==> src/rtl/pipe_sel_stage.sv <==
// pipe_sel_stage: M-way N-bit selector into a valid/ready register stage with a 2-entry skid buffer
module pipe_sel_stage #(
  parameter int N  = 32,
  parameter int M  = 4,
  parameter int SW = $clog2(M)
) (
  input  logic           clk,
  input  logic           rst,
  input  logic [M*N-1:0] in_data,
  input  logic [SW-1:0]  sel,
  input  logic           in_valid,
  output logic           in_ready,
  input  logic           flush,
  output logic [N-1:0]   out_data,
  output logic           out_valid,
  input  logic           out_ready,
  output logic           out_selerr
);
  logic [N-1:0] sel_data, main_data, skid_data;
  logic         sel_err, main_err, skid_err, main_valid, skid_valid;
  logic         acc, emit;
  always_comb begin
    sel_data = '0;
    sel_err  = 1'b1;
    for (int k = 0; k < M; k++)
      if (sel == SW'(k)) begin
        sel_data = in_data[k*N +: N];
        sel_err  = 1'b0;
      end
  end
  assign in_ready   = ~skid_valid & ~rst;
  assign acc        = in_valid & in_ready;
  assign emit       = main_valid & out_ready;
  assign out_data   = main_data;
  assign out_valid  = main_valid;
  assign out_selerr = main_err;
  always_ff @(posedge clk) begin
    if (rst) begin
      main_valid <= 1'b0;
      skid_valid <= 1'b0;
      main_data  <= '0;
      main_err   <= 1'b0;
    end else if (flush) begin
      main_valid <= 1'b0;
      skid_valid <= 1'b0;
    end else if (skid_valid) begin
      if (emit) begin
        main_data  <= skid_data;
        main_err   <= skid_err;
        skid_valid <= 1'b0;
      end
    end else if (!main_valid || emit) begin
      main_valid <= acc;
      if (acc) begin
        main_data <= sel_data;
        main_err  <= sel_err;
      end
    end else if (acc) begin
      skid_data  <= sel_data;
      skid_err   <= sel_err;
      skid_valid <= 1'b1;
    end
  end
endmodule
==> config.mk <==
export PLATFORM = sky130hd
export DESIGN_NAME = pipe_sel_stage
export DESIGN_NICKNAME = d
export VERILOG_FILES = /design/src/rtl/pipe_sel_stage.sv
export SDC_FILE = /design/constraint.sdc
export NUM_CORES = 1
export LEC_CHECK = 0
export CAP_MARGIN = 30
export CORE_MARGIN = 2
export CORE_UTILIZATION = 40
export CTS_BUF_LIST = sky130_fd_sc_hd__clkbuf_8
export DETAILED_ROUTE_END_ITERATION = 7
export PLACE_DENSITY_LB_ADDON = 0.12
export SLEW_MARGIN = 30
export SYNTH_ARGS = -nofsm -noshare
export SYNTH_HDL_FRONTEND = slang
export SYNTH_SLANG_ARGS = --single-unit
==> constraint.sdc <==
create_clock -name clk -period 4.7 [get_ports clk]
set_input_delay 0.94 -clock clk [delete_from_list [all_inputs] [get_ports clk]]
set_output_delay 0.94 -clock clk [all_outputs]
set_load 0.03 [all_outputs]
Yosys cells after proc, flatten, opt, wreduce, memory -nomap -nowiden --
Cells that the tools add are included.
Storage, ports and cells: bits in registers 68, output and inout port bits 35, word-level logic and storage cells 46
Operators by class: bitwise gates (word level) 7, reduce and logical (&&, ||, !) cells 9, equal/unequal tests 4, mux-type cells 20
Operators by type and width (number):
- two-way mux 32 bit | 8
- two-way mux 1 bit | 12
- AND reduction 5 bit | 1
- == test 2 bit, second input constant | 2
- inverter 1 bit | 4
- AND reduction 4 bit | 1
- nonzero test 2 bit | 2
- bitwise AND 1 bit | 3
- == test 2 x 1 -> 1 bit, second input constant | 1
- logical NOT 2 bit | 1
- != test 2 x 1 -> 1 bit, second input constant | 1
- AND reduction 2 bit | 1
- OR reduction 2 bit | 1
- logical NOT 1 bit | 1
- logical OR 1 bit | 1

Depth between registers and ports, before layout --
word-level depth 8, depth in mapped cells 7, depth with buffers taken out 4

Worst setup path before layout --
No wires, ideal clock.
path type in2reg, start point in rst, end point reg skid_data[0], enable pin, data required time 4.191 ns, library setup time 0.509 ns, arrival time 4.407 ns, stages on the path 2, setup slack -0.217 ns, cells stage by stage clkbuf_1 > nor4_1
Between the ends: cells in the longest elaborated chain, start to end 4
Ends and longest elaborated chain:
- from (decl) | line 8 | input logic rst,
- inverter 1 bit (no source line) *
- bitwise AND 1 bit | line 31 | assign in_ready = ~skid_valid & ~rst;
- bitwise AND 1 bit | line 32 | assign acc = in_valid & in_ready;
- AND reduction 5 bit (no source line) *
- to (signal assigned) | line 59 | skid_data <= sel_data;
- to (decl) | line 19 | logic [N-1:0] sel_data, main_data, skid_data;
Every way passes the cells marked *; elsewhere a longest branch is shown, timed or not. A chain may end at the register's enable or synchronous reset.

Final worst setup path --
start point reg skid_valid, end point out in_ready
Between the ends: cells in the longest elaborated chain, start to end 2
Ends and longest elaborated chain:
- from (decl) | line 20 | logic sel_err, main_err, skid_err, main_valid, skid_valid;
- from (signal assigned) | line 40 | skid_valid <= 1'b0;
- from (signal assigned) | line 45 | skid_valid <= 1'b0;
- from (signal assigned) | line 50 | skid_valid <= 1'b0;
- inverter 1 bit (no source line)
- bitwise AND 1 bit | line 31
- to (decl) | line 12 | output logic in_ready,
Every way passes these cells.

==> flow_metrics.env <==
export IMPL_dr_pass1_iters=4
export IMPL_dp_worst_setup_slack_ns=1.77
export IMPL_yosys_area_top_type_share_pct=24.1
export IMPL_hold_path_class="flop to flop"
export IMPL_finalSetupViolations=0
export IMPL_grt_pass1_vias=3568
export IMPL_synth_area_top_cells="edfxtp_1, mux2i_1, dfxtp_1"
export IMPL_viasPerCell=5.13
export IMPL_clkSinkCount=68
export IMPL_hold_slack_ns=0.464
export IMPL_critPathMaxStageDelay_ns=0.68
export IMPL_leakage_nw=2.27
export IMPL_yosysWarnings=0
export IMPL_n_antenna_cell=0
export IMPL_slew_headroom_pct=50.6
export IMPL_postCtsHoldBufs=0
export IMPL_p_sw_mw=0.398
export IMPL_htreeDepth=3
export IMPL_ys_types=28
export IMPL_gr_total_overflow=0
export IMPL_maxCapViolCount=0
export IMPL_reg2reg_from="skid_valid"
export IMPL_initial_core_util_pct=40.5
export IMPL_p_clk_share_pct=28.3
export IMPL_postCtsSetupRepairBufs=0
export IMPL_hold_end="out_selerr"
export IMPL_fin_crit_ns=3.04
export IMPL_fin_crit_sh_pct=64.7
export IMPL_final_core_util_pct=59.3
export IMPL_worst_hold_path_num_cells=2
export IMPL_io_buffers=169
export IMPL_p_int_mw=1.04
export IMPL_cts_clk_slew_worst_paths_ns=0.07
export IMPL_routed_wl_um=10900
export IMPL_synth_async_reset_ratio_pct=0
export IMPL_hold_violations=0
export IMPL_vdd_drop_max_mv=0.110
export IMPL_die_area_um2=11100
export IMPL_synth_ff_type="dfxtp_1"
export IMPL_numCtsBuffers=9
export IMPL_grt_use_met3_pct=4.08
export IMPL_pin_count=170
export IMPL_worst_slack_ns=1.66
export IMPL_grt_pass1_wl_um=17600
export IMPL_met1_usage_pct=24.1
export IMPL_cts_tree="built"
export IMPL_sw_frac_of_total_pct=27.6
export IMPL_syn_num_nets=511
export IMPL_startpoint_type="flop"
export IMPL_final_net_count=664
export IMPL_grt_usage_pct=19.8
export IMPL_ys_seq_elements=68
export IMPL_synth_edf_count=33
export IMPL_rows=37
export IMPL_grt_antenna_before_repair=0
export IMPL_drive_gt1_share_pct=16.1
export IMPL_wl_per_cell_um=16.2
export IMPL_syn_avg_cell_area_um2=10.9
export IMPL_fmax_ghz=0.329
export IMPL_tightest_slew_ns=0.740
export IMPL_power_density_nw_per_um2=240
export IMPL_drt_initial_drc_count=103
export IMPL_grt_max_degree=65
export IMPL_synthCells=376
export IMPL_fin_skew_ns=0.00850
export IMPL_cp_max_fo=26
export IMPL_setup_tns_ns=0
export IMPL_vias=3439
export IMPL_synth_area_um2=4110
export IMPL_reg2reg_to="out_data[29]"
export IMPL_synth_seq_area_share_pct=41.2
export IMPL_cts_resized=0
export IMPL_dp_cells=653
export IMPL_r2r_slack_ns=2.43
export IMPL_grt_busiest_layer="met2"
export IMPL_critPathCaptureType="primary output"
export IMPL_crit_slowest_cell="dfxtp_1"
export IMPL_power_frac_comb_pct=26.6
export IMPL_clockRootBuffer="clkbuf_8"
export IMPL_status="complete, no violations"
export IMPL_dp_hpwl_um=7480
export IMPL_clk_latency_ns=0.33
export IMPL_reg2reg_depth=5
export IMPL_hold_start="out_selerr"
export IMPL_yosysMostFrequentCell="mux2i_1"
export IMPL_clockBufferDepth=2
export IMPL_synthToLayoutAreaGrowth_pct=46.3
export IMPL_drcViolationCount=0
export IMPL_synth_top_area_cell="edfxtp_1"
export IMPL_pwr_share_seq_pct=45.2
export IMPL_final_cell_count_no_fill=670
export IMPL_rsz0062_at_grt="false"
export IMPL_cp_required_ns=3.76
export IMPL_coreArea_um2=10100
export IMPL_fillers=873
export IMPL_detail_route_antenna_nets=0
export IMPL_maxSlewViolCount=0
export IMPL_criticalPathCategory="flop to primary output"
export IMPL_gp_congestion=0.737
export IMPL_crit_chain="buf_4 -> nor2_1 -> clkdlybuf4s50_1"
export IMPL_die_h_um=105
export IMPL_cp_arrival_ns=2.10
export IMPL_use_met2_pct=34.5
export IMPL_die_x_um=105
export IMPL_yosys_top_cells_count="mux2i_1, nor2_1, dfxtp_1"
==> per-layer routing <==
metal | vias to the layer above | part of all wire (%)
met1 | 1632 | 43
met5 | - | 0
met4 | 0 | 1.5
met2 | 108 | 49
li1 | 1687 | -
met3 | 12 | 6.5
==> logic make-up (layout without fill, tap and decap cells) <==
group,after synthesis,after routing,synth area share [%]
AOI/OAI and AO/OA,39,39,12.7
and+or+nand+nor,138,138,17.8
buffers and inverters,34,192,4.84
other,1,1,0.0912
DFF,68,68,41.2
muxes,96,96,23.4
==> state kept, by name, indices dropped and copies added, names as in the netlist <==
register / cells
out_data: 32
skid_data: 32
out_selerr: 1
out_valid: 1
skid_err: 1
skid_valid: 1
==> cells in the final DEF (no fill, tap or decap), drive strengths merged, types with 2 or more instances in the layout <==
cell	count
a21oi	2
buf	8
clkbuf	10
clkdlybuf4s50	166
clkinv	2
dfxtp	35
edfxtp	33
inv	6
mux2i	96
nand2	33
nand2b	3
nor2	65
nor3	32
o221ai	32
==> final cells by class <==
cell class	count	area, um^2	area share [%]
Tap cell	136	170	2.83
Clock buffer	10	138	2.29
Sequential cell	68	1690	28.1
Inverter	2	7.51	0.125
Multi-Input combinational cell	274	2250	37.5
Clock inverter	6	25.0	0.416
Timing Repair Buffer	174	1730	28.7
==> worst max-delay path, delay by kind of cell (launching register included) <==
kind / cells / cell delay, ns
simple gates: 1 / 0.08
buf+inv: 2 / 1.01
flops: 1 / 0.68
==> per-stage QoR <==
stage               power (mW)  area [um^2]
floorplan                0.877         4120
global placement          1.04         5820
detailed placement        1.05         5830
CTS                       1.46         5990
global route              1.51         6010
finish                    1.44         6010
==> power groups by stage <==
stage	Clock [mW]	Combinational [mW]	Sequential, mW
final	0.408	0.383	0.651
after global routing	0.445	0.411	0.653
after CTS	0.418	0.386	0.651
after detailed placement	0	0.386	0.664
after global placement	0	0.378	0.664
after floorplan	0	0.185	0.692
==> worst max-delay path by stage <==
stage / start / to / slack, ns / cells after the start
floorplan: rst / skid_data[0] / 1.15 / 2
global placement: in_valid / out_selerr / 1.63 / 5
detailed placement: rst / out_data[10] / 1.77 / 6
CTS: skid_valid / in_ready / 1.62 / 3
global route: skid_valid / in_ready / 1.55 / 3
finish: skid_valid / in_ready / 1.66 / 3
No activity file was read; power rests on OpenSTA's default activity.
